[src/rtl/key_conditioner_if.sv]
// Key pin and conditioned-event bundle between the raw push-button pins and the clock control logic.
// The conditioner is the slave: it reads the pins and drives the conditioned levels and pulses.
interface key_conditioner_if #(
    parameter int N_KEYS = 2
);
    logic [N_KEYS-1:0] key_raw;
    logic [N_KEYS-1:0] key_level;
    logic [N_KEYS-1:0] key_down;
    logic [N_KEYS-1:0] key_up;
    logic [N_KEYS-1:0] key_rep;
    logic [N_KEYS-1:0] key_long;

    modport master (
        output key_raw,
        input  key_level, key_down, key_up, key_rep, key_long
    );

    modport slave (
        input  key_raw,
        output key_level, key_down, key_up, key_rep, key_long
    );
endinterface

[src/rtl/key_conditioner.sv]
// Push-button conditioner: per-key 2-flop sync, debounce, press/release pulses, long press and auto-repeat.
//   state   | meaning
//   IDLE    | key released (debounced level 0)
//   PRESSED | key held, counting towards long press
//   REPEAT  | long press reached, emitting periodic repeat pulses
module key_conditioner #(
    parameter int N_KEYS            = 2,
    parameter int KEY_ACTIVE_HIGH   = 1,
    parameter int DEBOUNCE_CYCLES   = 1024,
    parameter int LONG_PRESS_CYCLES = 32768,
    parameter int REPEAT_CYCLES     = 8192
) (
    input  logic             clock,
    input  logic             reset,
    key_conditioner_if.slave keys
);
    localparam int DB_W   = $clog2(DEBOUNCE_CYCLES + 1);
    localparam int HOLD_W = $clog2(LONG_PRESS_CYCLES + 1);
    localparam int REP_W  = $clog2(REPEAT_CYCLES + 1);

    localparam logic [DB_W-1:0]   DB_LAST   = DB_W'(DEBOUNCE_CYCLES - 1);
    localparam logic [HOLD_W-1:0] HOLD_LAST = HOLD_W'(LONG_PRESS_CYCLES - 1);
    localparam logic [REP_W-1:0]  REP_LAST  = REP_W'(REPEAT_CYCLES - 1);

    typedef enum logic [1:0] {
        IDLE    = 2'd0,
        PRESSED = 2'd1,
        REPEAT  = 2'd2
    } state_t;

    logic [N_KEYS-1:0] pressed;
    logic [N_KEYS-1:0] sync_1;
    logic [N_KEYS-1:0] sync_2;
    logic [N_KEYS-1:0] level;
    logic [N_KEYS-1:0] accept;
    logic [N_KEYS-1:0] down;
    logic [N_KEYS-1:0] up;
    logic [N_KEYS-1:0] rep;
    logic [N_KEYS-1:0] long_press;

    logic [DB_W-1:0]   db_cnt   [N_KEYS];
    logic [HOLD_W-1:0] hold_cnt [N_KEYS];
    logic [REP_W-1:0]  rep_cnt  [N_KEYS];
    state_t            state    [N_KEYS];

    // Normalise to pressed = 1 ahead of the first synchroniser flop.
    assign pressed = (KEY_ACTIVE_HIGH != 0) ? keys.key_raw : ~keys.key_raw;

    // The cycle whose increment would reach DEBOUNCE_CYCLES is the accept cycle.
    always_comb begin
        accept = '0;
        for (int i = 0; i < N_KEYS; i++) begin
            accept[i] = (sync_2[i] != level[i]) && (db_cnt[i] == DB_LAST);
        end
    end

    always_ff @(posedge clock or negedge reset) begin
        if (!reset) begin
            sync_1     <= '0;
            sync_2     <= '0;
            level      <= '0;
            down       <= '0;
            up         <= '0;
            rep        <= '0;
            long_press <= '0;
            for (int i = 0; i < N_KEYS; i++) begin
                db_cnt[i]   <= '0;
                hold_cnt[i] <= '0;
                rep_cnt[i]  <= '0;
                state[i]    <= IDLE;
            end
        end else begin
            sync_1     <= pressed;
            sync_2     <= sync_1;
            down       <= '0;
            up         <= '0;
            rep        <= '0;
            long_press <= '0;
            for (int i = 0; i < N_KEYS; i++) begin
                if (sync_2[i] == level[i]) begin
                    db_cnt[i] <= '0;
                end else if (accept[i]) begin
                    db_cnt[i] <= '0;
                    level[i]  <= ~level[i];
                end else begin
                    db_cnt[i] <= db_cnt[i] + DB_W'(1);
                end

                // A release accepted on a tick cycle takes priority over the tick.
                case (state[i])
                    IDLE: begin
                        if (accept[i] && !level[i]) begin
                            state[i]    <= PRESSED;
                            down[i]     <= 1'b1;
                            rep[i]      <= 1'b1;
                            hold_cnt[i] <= '0;
                        end
                    end
                    PRESSED: begin
                        if (accept[i] && level[i]) begin
                            state[i] <= IDLE;
                            up[i]    <= 1'b1;
                        end else if (hold_cnt[i] == HOLD_LAST) begin
                            state[i]      <= REPEAT;
                            long_press[i] <= 1'b1;
                            rep[i]        <= 1'b1;
                            hold_cnt[i]   <= '0;
                            rep_cnt[i]    <= '0;
                        end else begin
                            hold_cnt[i] <= hold_cnt[i] + HOLD_W'(1);
                        end
                    end
                    REPEAT: begin
                        if (accept[i] && level[i]) begin
                            state[i]   <= IDLE;
                            up[i]      <= 1'b1;
                            rep_cnt[i] <= '0;
                        end else if (rep_cnt[i] == REP_LAST) begin
                            rep[i]     <= 1'b1;
                            rep_cnt[i] <= '0;
                        end else begin
                            rep_cnt[i] <= rep_cnt[i] + REP_W'(1);
                        end
                    end
                    default: state[i] <= IDLE;
                endcase
            end
        end
    end

    assign keys.key_level = level;
    assign keys.key_down  = down;
    assign keys.key_up    = up;
    assign keys.key_rep   = rep;
    assign keys.key_long  = long_press;
endmodule

[src/flat_wrapper.sv]
// flat-port wrapper written by rule: the top's interface ports become plain ports
module key_conditioner_flat 
#(
    parameter int N_KEYS            = 2,
    parameter int KEY_ACTIVE_HIGH   = 1,
    parameter int DEBOUNCE_CYCLES   = 1024,
    parameter int LONG_PRESS_CYCLES = 32768,
    parameter int REPEAT_CYCLES     = 8192
)
  (clock, reset, keys_key_raw, keys_key_level, keys_key_down, keys_key_up, keys_key_rep, keys_key_long);
  key_conditioner_if #(.N_KEYS(N_KEYS)) keys_i ();
  input  logic clock;
  input  logic reset;
  input wire logic [$bits(keys_i.key_raw)-1:0] keys_key_raw;
  output wire logic [$bits(keys_i.key_level)-1:0] keys_key_level;
  output wire logic [$bits(keys_i.key_down)-1:0] keys_key_down;
  output wire logic [$bits(keys_i.key_up)-1:0] keys_key_up;
  output wire logic [$bits(keys_i.key_rep)-1:0] keys_key_rep;
  output wire logic [$bits(keys_i.key_long)-1:0] keys_key_long;
  assign keys_i.key_raw = keys_key_raw;
  assign keys_key_level = keys_i.key_level;
  assign keys_key_down = keys_i.key_down;
  assign keys_key_up = keys_i.key_up;
  assign keys_key_rep = keys_i.key_rep;
  assign keys_key_long = keys_i.key_long;
  key_conditioner #(.N_KEYS(N_KEYS), .KEY_ACTIVE_HIGH(KEY_ACTIVE_HIGH), .DEBOUNCE_CYCLES(DEBOUNCE_CYCLES), .LONG_PRESS_CYCLES(LONG_PRESS_CYCLES), .REPEAT_CYCLES(REPEAT_CYCLES)) u_core (.clock(clock), .reset(reset), .keys(keys_i));
endmodule
[config.mk]
export PLATFORM = sky130hd
export DESIGN_NAME = key_conditioner_flat
export DESIGN_NICKNAME = d
export VERILOG_FILES = /design/src/rtl/key_conditioner_if.sv /design/src/rtl/key_conditioner.sv /design/src/flat_wrapper.sv
export SDC_FILE = /design/constraint.sdc
export NUM_CORES = 1
export LEC_CHECK = 0
export BUFFER_PORTS_ARGS = -buffer_cell sky130_fd_sc_hd__buf_2
export CORE_UTILIZATION = 40
export CTS_CLUSTER_SIZE = 16
export DETAILED_ROUTE_END_ITERATION = 8
export HOLD_SLACK_MARGIN = 0.15
export PLACE_DENSITY_LB_ADDON = 0.2
export REMOVE_ABC_BUFFERS = 1
export SLEW_MARGIN = 20
export SYNTH_ARGS = -nofsm -noshare
export SYNTH_HDL_FRONTEND = slang
export SYNTH_SLANG_ARGS = --single-unit
[constraint.sdc]
create_clock -name clock -period 2.2 [get_ports clock]
set_input_delay 0.33 -clock clock [delete_from_list [all_inputs] [get_ports clock]]
set_output_delay 0.33 -clock clock [all_outputs]
set_load 0.005 [all_outputs]
==> metrics.cfg, run 1 <==
[route]
drt_iter0_drc=306
drc=0
firstDrtPassIters=4
wl_mm=12.3
ant_nets=0
vias=4668
wl_per_cell_um=14.8
routed_via_density=5.60

[floorplanning]
core_um2=13300
initial_core_util=0.412
die_area_um2=14200
die_w_um=119
die_h_um=119
rows=42
ioPinCount=14

[worst_hold_path]
min_from=u_core.sync_1[0]$_DFF_PN0_
hold_depth=0
hold_path_class=flip-flop to flip-flop
hold_path_end=u_core.sync_2[0]$_DFF_PN0_

[clock_tree]
htreeDepth=3
clk-insertion-delay-late_ns=0.36
clkTransAtPathRegs_ns=0.07
cts_sinks=100
cts_root_buf=clkbuf_16
cts_max_path_buffers=2
cts_tree=yes
cts_buffers=9

[pwr]
p_comb_frac=0.023
p_per_area_nw_per_um2=559
internal_power_uw=2890
clock_power_share=0.474
power.leakage_uw=0.00282
netSwitchingPower_uw=811
sw_frac_of_total=0.219
p_seq_frac=0.503
peakVddDrop_v=0.000472
finalPower_uw=3710

[timing]
clock_skew_ns=0.0126
slew_headroom=0.598
maxSlewViolCount=0
finalCriticalPeriod_ns=2.08
worstMarginPinSlew_ns=0.601
fmax_mhz=482
whs_ns=0.353
period_share=0.943
hold_viol_final=0
setup_viol=0
fin_setup_tns_ns=0

[worst_setup_path]
rr_worst_depth=6
worstPathArrival_ns=2.35
crit_chain=ha_2, and4_4, a41o_4, or4b_4, or3_1, o211ai_1
crit_buf_inv=0
worst_r2r_endpoint=u_core.rep_cnt[24]$_DFFE_PN0P_
critPathRequiredTime_ns=2.47
start_kind=flip-flop
crit_path_max_fanout=6
slowest_stage=or4b_4
rrSetupSlack_ns=0.12
reg2reg_from=u_core.hold_cnt[17]$_DFFE_PN0P_
crit_type=flip-flop to flip-flop
critPathTopFamily=simple AND/OR/NAND/NOR gates
max_stage_delay_ns=0.50
endpoint_kind=flip-flop
path_depth=6

[finish]
fin_cells=833
area_delta_synth_final_pct=20.4
mostFrequentLayoutCell=dfrtp_1
diodes=0
layout_common_cells=dfrtp_1, nand2_1, o21ai_0, nor2_1, buf_4
drive_gt1_frac=0.178
fin_nets=670
utilization=0.497

[logic_synthesis]
synth_mux_area_frac=0.00568
synth_warnings=0
synth_fa_ha_area_frac=0.0318
synth_area_um2=5510
synth_edf_count=0
synth_compound_area_frac=0.186
synth-simple-area-share=0.259
yosysUniqueCellTypes=68
syn_area_per_cell_um2=9.33
syn_inst=590
async_reset_ff_frac=1.00
ys.flop_type=dfrtp_1
synth_top_family_by_area=simple AND/OR/NAND/NOR gates
synth_seq_area_share=0.455
yosys.area_share.xor_xnor=0.0286
synth-seq-cells=100

[grt]
antenna_found_initial=0
grt_pass1_vias=4457
grt-ovfl-total=0
grt_pass1_wl_mm=21.2
grt_max_degree=51
grt_usage=0.184

[place]
place_inst=810
gp_congestion=0.900
dp_hpwl_mm=8.57
portBuffers=13

[outcome]
status=completed

[job]
drv_cap=0

==> worst register-to-register path: cells and delay by family, from the launching register on <==
kind / cells / cell delay (ns)
AO/OA/AOI/OAI: 2 / 0.32
adder cells (fa/ha/maj): 1 / 0.21
flip-flops: 1 / 0.37
AND/OR/NAND/NOR: 3 / 1.11
==> state kept, by name, indices dropped and copies added, names as in the netlist <==
signal	cells
u_core.sync_2	2
u_core.rep_cnt	28
u_core.state	4
u_core.keys.key_up	2
u_core.sync_1	2
u_core.db_cnt	22
u_core.hold_cnt	32
u_core.keys.key_down	2
u_core.keys.key_long	2
u_core.keys.key_level	2
u_core.keys.key_rep	2
==> metrics by stage <==
stage	cell area (um^2)	worst slack [ns]
6_report	6630	0.124
5_1_grt	6630	-0.0103
4_1_cts	6490	0.0240
3_5_place_dp	6100	-0.147
3_3_place_gp	6100	-0.0433
2_1_floorplan	5400	-0.504
==> cell usage after synthesis, drive strengths merged (3+ instances only) <==
library cell | count | area [um^2]
and2 | 7 | 43.8
a211oi | 4 | 35.0
nor4 | 20 | 146
ha | 14 | 175
clkbuf | 7 | 27.5
inv | 23 | 86.3
a221o | 3 | 30.0
nor3 | 7 | 35.0
or4 | 6 | 45.0
nor2 | 51 | 191
a21oi | 16 | 80.1
nand3b | 3 | 22.5
o21ai | 51 | 255
o211ai | 3 | 22.5
dfrtp | 100 | 2500
or3 | 8 | 50.1
nand2 | 61 | 229
nand4 | 9 | 77.6
or2 | 9 | 56.3
a22o | 3 | 26.3
and4 | 5 | 46.3
o21a | 3 | 22.5
o31ai | 24 | 180
nand4b | 3 | 26.3
nand3 | 36 | 180
a21o | 5 | 37.5
a41oi | 3 | 26.3
nor2b | 3 | 18.8
a31oi | 10 | 62.6
nor3b | 4 | 30.0
and3 | 9 | 56.3
nand2b | 15 | 93.8
buf | 12 | 75.1
xnor2 | 9 | 78.8
xor2 | 9 | 78.8
a2bb2oi | 4 | 35.0
o41ai | 10 | 121
==> layer usage <==
metal  wire length [um]  GRT usage
met5                  0          0
met4                153     0.0570
met3                387     0.0498
met2               5850      0.298
met1               5900      0.240
==> power by group through the flow <==
stage	clock network, uW	registers (uW)	logic (uW)
5_1_grt	1890	1860	102
4_1_cts	1820	1860	88.1
2_1_floorplan	0	1900	21.0
3_5_place_dp	0	1900	84.1
3_3_place_gp	0	1900	83.1
6_report	1760	1860	86.5
==> final cells by class <==
| class | instances | area, um^2 |
|---|---|---|
| clock buffers | 9 | 225 |
| fillers | 1270 | 6720 |
| inverters | 23 | 86.3 |
| repair buffers | 70 | 557 |
| well taps | 176 | 220 |
| flip-flops and latches | 100 | 2500 |
| multi-input cells | 448 | 2930 |
| clock inverters | 7 | 105 |
==> logic make-up after synthesis <==
kind of cell,after synthesis
simple gates,264
compound gates,149
flops,100
buf+inv,42
xor+xnor,18
fa+ha+maj,14
mux,3
==> timing repair <==
action	CTS	global route
setup endpoints to repair	17	51
setup buffers	1	3
hold buffers	3	0
gates resized for setup	3	19
hold endpoints to repair	35	0
pin swaps	0	4
==> how the worst max path moves through the flow <==
| stage | start | to | slack, ns |
|---|---|---|---|
| 5_1_grt | u_core.state[0]$_DFFE_PN0P_ | u_core.rep_cnt[2]$_DFFE_PN0P_ | -0.01 |
| 3_3_place_gp | u_core.db_cnt[1]$_DFF_PN0_ | u_core.hold_cnt[6]$_DFFE_PN0P_ | -0.04 |
| 6_report | u_core.hold_cnt[17]$_DFFE_PN0P_ | u_core.rep_cnt[24]$_DFFE_PN0P_ | 0.12 |
| 4_1_cts | u_core.hold_cnt[17]$_DFFE_PN0P_ | u_core.rep_cnt[17]$_DFFE_PN0P_ | 0.02 |
| 3_5_place_dp | u_core.db_cnt[1]$_DFF_PN0_ | u_core.hold_cnt[9]$_DFFE_PN0P_ | -0.15 |
| 2_1_floorplan | u_core.hold_cnt[0]$_DFFE_PN0P_ | u_core.rep_cnt[11]$_DFFE_PN0P_ | -0.50 |
(Power assumes the default switching activity.)
==> inputs of run 2 (changes only) <==
--- a/config.mk
+++ b/config.mk
@@ -7,11 +7,13 @@
 export LEC_CHECK = 0
 export BUFFER_PORTS_ARGS = -buffer_cell sky130_fd_sc_hd__buf_2
 export CORE_UTILIZATION = 40
+export CTS_BUF_LIST = sky130_fd_sc_hd__clkbuf_8
 export CTS_CLUSTER_SIZE = 16
 export DETAILED_ROUTE_END_ITERATION = 8
 export HOLD_SLACK_MARGIN = 0.15
 export PLACE_DENSITY_LB_ADDON = 0.2
 export REMOVE_ABC_BUFFERS = 1
+export SKIP_CTS_REPAIR_TIMING = 1
 export SLEW_MARGIN = 20
 export SYNTH_ARGS = -nofsm -noshare
 export SYNTH_HDL_FRONTEND = slang
==> metrics.cfg, run 2 (synthesis gave the netlist of run 1 again) <==
[finish]
seqCellArea_um2=2500
diodes=0
layout_common_cells=dfrtp_1, nand2_1, buf_4
drive_gt1_frac=0.185
fin_nets=673
reg.largest.list=u_core.hold_cnt (32), u_core.rep_cnt (28), u_core.db_cnt (22)
fill_cells=1281
mostFrequentLayoutCell=dfrtp_1
largest_reg_flops=32
fin_cells=836
largest_register=u_core.hold_cnt
area_delta_synth_final_pct=19.0
multi_input_area_um2=2940

[worst_setup_path]
crit_type=flip-flop to flip-flop
crit_path_max_fanout=6
start_kind=flip-flop
max_stage_delay_ns=0.50
crit_chain=ha_4, and4_4, a41o_4, or4b_4, or3_1, o211ai_1
slowest_stage=or4b_4
worstPathArrival_ns=2.40
critPathTopFamily=simple AND/OR/NAND/NOR gates
crit_buf_inv=0
critPathRequiredTime_ns=2.51
endpoint_kind=flip-flop

[timing]
worstMarginPinSlew_ns=0.599
maxSlewViolCount=0
period_share=0.950
clock_skew_ns=0.0136
whs_ns=0.357
hold_viol_final=0
fmax_mhz=479
grt_setup_unrepaired=yes
slew_headroom=0.599
setup_viol=0
finalCriticalPeriod_ns=2.09
fin_setup_tns_ns=0

[route]
routed_via_density=5.57
firstDrtPassIters=4
wl_mm=12.3
ant_nets=0
drt_iter0_drc=346
drc=0
vias=4657
wl_per_cell_um=14.8

[floorplanning]
ioPinCount=14
die_area_um2=14200
die_w_um=119
core_um2=13300
rows=42
initial_core_util=0.412
die_h_um=119

[grt]
grt_usage=0.181
grt_max_degree=51
grt_pass1_vias=4430
grt-ovfl-total=0
antenna_found_initial=0
grt_pass1_wl_mm=20.9

[place]
portBuffers=13
dp_hpwl_mm=8.57
gp_congestion=0.900
place_inst=810

[clock_tree]
clk-insertion-delay-late_ns=0.39
cts_max_path_buffers=2
cts_root_buf=clkbuf_8
cts_buffers=9
cts_tree=yes
cts_sinks=100
clkTransAtPathRegs_ns=0.10
htreeDepth=3

[pwr]
peakVddDrop_v=0.000408
p_per_area_nw_per_um2=504
power.leakage_uw=0.00279

[job]
drv_cap=0

[outcome]
status=completed

[worst_hold_path]
hold_path_class=flip-flop to flip-flop

-- run 2: cell count changes in the layout (fill, tap and decap cells not counted), moves of 2 or more --
cell,before,now
clkbuf_8,0,9
clkbuf_16,9,0
ha_2,3,1
buf_4,50,53
-- run 2: stage by stage --
step	cell area, um^2	worst slack [ns]	total power (uW)	util
2_1_floorplan	5400	-0.504	1920	-
3_3_place_gp	6100	-0.0433	1980	0.457
3_5_place_dp	6100	-0.147	1980	0.457
4_1_cts	6330	-0.166	3360	0.474
5_1_grt	6550	-0.0216	3440	0.491
6_report	6550	0.111	3300	0.491
-- run 2: worst paths after layout --
check | from | to | slack, ns | depth (start not counted)
max | u_core.hold_cnt[17]$_DFFE_PN0P_ | u_core.rep_cnt[24]$_DFFE_PN0P_ | 0.11 | 6
min | u_core.sync_1[1]$_DFF_PN0_ | u_core.sync_2[1]$_DFF_PN0_ | 0.36 | 0
max reg2reg | u_core.hold_cnt[17]$_DFFE_PN0P_ | u_core.rep_cnt[24]$_DFFE_PN0P_ | 0.11 | 6
min reg2reg | u_core.sync_1[1]$_DFF_PN0_ | u_core.sync_2[1]$_DFF_PN0_ | 0.36 | 0
max in group asynchronous | reset | u_core.keys.key_down[0]$_DFF_PN0_ | 1.14 | 3
min in group asynchronous | reset | u_core.rep_cnt[6]$_DFFE_PN0P_ | 0.43 | 2
-- run 2: report_power, final --
part | total (uW) | internal [uW] | switching (uW) | leakage (uW)
sequential | 1860 | 1850 | 13.5 | 0.00138
combinational | 88.7 | 32.1 | 56.6 | 0.00130
clock | 1350 | 658 | 692 | 0.000112
total | 3300 | 2540 | 762 | 0.00279
-- run 2: area by class of cell --
| type | instances | area share |
|---|---|---|
| Clock buffer | 9 | 0.0189 |
| Clock inverter | 7 | 0.0160 |
| Inverter | 23 | 0.0132 |
| Multi-Input combinational cell | 448 | 0.449 |
| Sequential cell | 100 | 0.382 |
| Tap cell | 176 | 0.0336 |
| Timing Repair Buffer | 73 | 0.0871 |
-- run 2: routing by layer --
layer,vias up,global-route usage,routed length (um)
met2,56,0.293,5860
met1,2281,0.237,5960
li1,2307,-,-
met3,13,0.0498,365
met4,0,0.0547,155
met5,-,0,0
-- run 2: worst reg2reg max path, delay by kind of cell, from the launching register on --
kind / cells / cell delay (ns)
AND/OR/NAND/NOR: 3 / 1.10
flip-flops: 1 / 0.44
adder cells (fa/ha/maj): 1 / 0.17
AO/OA/AOI/OAI: 2 / 0.32
==> inputs of run 3 (changes only) <==
--- a/config.mk
+++ b/config.mk
@@ -7,7 +7,7 @@
 export LEC_CHECK = 0
 export BUFFER_PORTS_ARGS = -buffer_cell sky130_fd_sc_hd__buf_2
 export CORE_UTILIZATION = 40
-export CTS_BUF_LIST = sky130_fd_sc_hd__clkbuf_8
+export CTS_BUF_LIST = sky130_fd_sc_hd__clkbuf_4
 export CTS_CLUSTER_SIZE = 16
 export DETAILED_ROUTE_END_ITERATION = 8
 export HOLD_SLACK_MARGIN = 0.15
==> metrics.cfg, run 3 (synthesis gave the netlist of run 1 again) <==
[timing]
worst_slack_ns=0.108
whs_ns=0.335
finalCriticalPeriod_ns=2.09
setup_viol=0
worstMarginPinSlew_ns=0.588
period_share=0.951
fmax_mhz=478
slew_headroom=0.606
maxSlewViolCount=0
clock_skew_ns=0.0235
hold_viol_final=0

[pwr]
peakVddDrop_v=0.000405
power.leakage_uw=0.00280
p_per_area_nw_per_um2=474
netSwitchingPower_uw=737
p_seq_frac=0.601
p_comb_frac=0.030
finalPower_uw=3100
clock_power_share=0.369
internal_power_uw=2360
sw_frac_of_total=0.238

[floorplanning]
die_h_um=119
initial_core_util=0.412
die_area_um2=14200
die_w_um=119
core_um2=13300
ioPinCount=14
rows=42

[worst_setup_path]
reg2reg_from=u_core.hold_cnt[17]$_DFFE_PN0P_
max_stage_delay_ns=0.50
start_kind=flip-flop
critPathRequiredTime_ns=2.61
endpoint_kind=flip-flop
crit_path_max_fanout=6
slowest_stage=or4b_4
worst_r2r_endpoint=u_core.rep_cnt[24]$_DFFE_PN0P_
crit_chain=ha_4, and4_4, a41o_4, or4b_4, or3_1, o211ai_1
crit_type=flip-flop to flip-flop
worstPathArrival_ns=2.50
rrSetupSlack_ns=0.11
rr_worst_depth=6

[finish]
largest_reg_flops=32
fin_cells=838
mostFrequentLayoutCell=dfrtp_1
drive_gt1_frac=0.188
largest_register=u_core.hold_cnt
reg.largest.list=u_core.hold_cnt (32), u_core.rep_cnt (28), u_core.db_cnt (22)
fin_nets=674
utilization=0.490
layout_common_cells=dfrtp_1, nand2_1, buf_4
area_delta_synth_final_pct=18.8
fill_cells=1288

[grt]
grt_usage=0.181
antenna_found_initial=1
grt_max_degree=51
grt-ovfl-total=0
grt_pass1_vias=4446
grt_pass1_wl_mm=20.9

[place]
place_inst=810
portBuffers=13
dpl_worst_slack_ns=-0.147
gp_congestion=0.900
dp_hpwl_mm=8.57

[route]
drc=0
vias=4693
routed_via_density=5.60
wl_mm=12.3
drt_iter0_drc=297
wl_per_cell_um=14.6
ant_nets=0
firstDrtPassIters=4

[clock_tree]
cts_sinks=100
cts_tree=yes
htreeDepth=3
cts_buffers=9
cts_max_path_buffers=2
cts_root_buf=clkbuf_4
clkTransAtPathRegs_ns=0.17
clk-insertion-delay-late_ns=0.48

[outcome]
status=completed

[job]
drv_cap=0

[worst_hold_path]
hold_path_class=input port to async pin

[run 3: area by class of cell]
class / instances / area, um^2 / share of cell area
clock buffer: 9 / 67.6 / 0.0103
multi-input combinational: 448 / 2960 / 0.453
tap: 176 / 220 / 0.0337
clock inverter: 7 / 105 / 0.0161
inverter: 23 / 86.3 / 0.0132
antenna: 1 / 2.50 / 0.000383
timing repair buffer: 74 / 591 / 0.0903
sequential: 100 / 2500 / 0.383
[run 3: worst max-delay path by stage]
stage                                                from                             end  slack [ns]
final                     u_core.hold_cnt[17]$_DFFE_PN0P_  u_core.rep_cnt[24]$_DFFE_PN0P_        0.11
after global routing          u_core.state[0]$_DFFE_PN0P_   u_core.rep_cnt[2]$_DFFE_PN0P_       -0.04
after CTS                      u_core.db_cnt[1]$_DFF_PN0_  u_core.hold_cnt[9]$_DFFE_PN0P_       -0.18
after detailed placement       u_core.db_cnt[1]$_DFF_PN0_  u_core.hold_cnt[9]$_DFFE_PN0P_       -0.15
after global placement         u_core.db_cnt[1]$_DFF_PN0_  u_core.hold_cnt[6]$_DFFE_PN0P_       -0.04
after floorplan            u_core.hold_cnt[0]$_DFFE_PN0P_  u_core.rep_cnt[11]$_DFFE_PN0P_       -0.50
[run 3: critical path, delay by kind of cell (launching register included)]
kind / cells / cell delay, ns
simple gates: 3 / 1.09
compound gates: 2 / 0.32
fa+ha+maj: 1 / 0.17
flops: 1 / 0.45
[run 3: power by group through the flow]
stage / registers (uW) / logic [uW] / clock network, uW
finish: 1860 / 91.9 / 1150
global route: 1870 / 108 / 1260
CTS: 1860 / 83.9 / 1200
detailed placement: 1900 / 84.1 / 0
global placement: 1900 / 83.1 / 0
floorplan: 1900 / 21.0 / 0
[run 3: metal layers]
| layer | wire (um) | share of wire | up-vias | GRT usage |
|---|---|---|---|---|
| met5 | 0 | 0 | - | 0 |
| met4 | 165 | 0.013 | 0 | 0.0641 |
| met3 | 406 | 0.033 | 12 | 0.0445 |
| met2 | 5950 | 0.48 | 75 | 0.293 |
| met1 | 5760 | 0.47 | 2296 | 0.236 |
| li1 | - | - | 2310 | - |
[run 3: per-stage QoR]
| step | TNS (ns) | instance area [um^2] |
|---|---|---|
| floorplan | -5.69 | 5400 |
| global placement | -0.243 | 6100 |
| detailed placement | -1.24 | 6100 |
| CTS | -1.93 | 6280 |
| global route | -0.148 | 6540 |
| finish | 0 | 6540 |
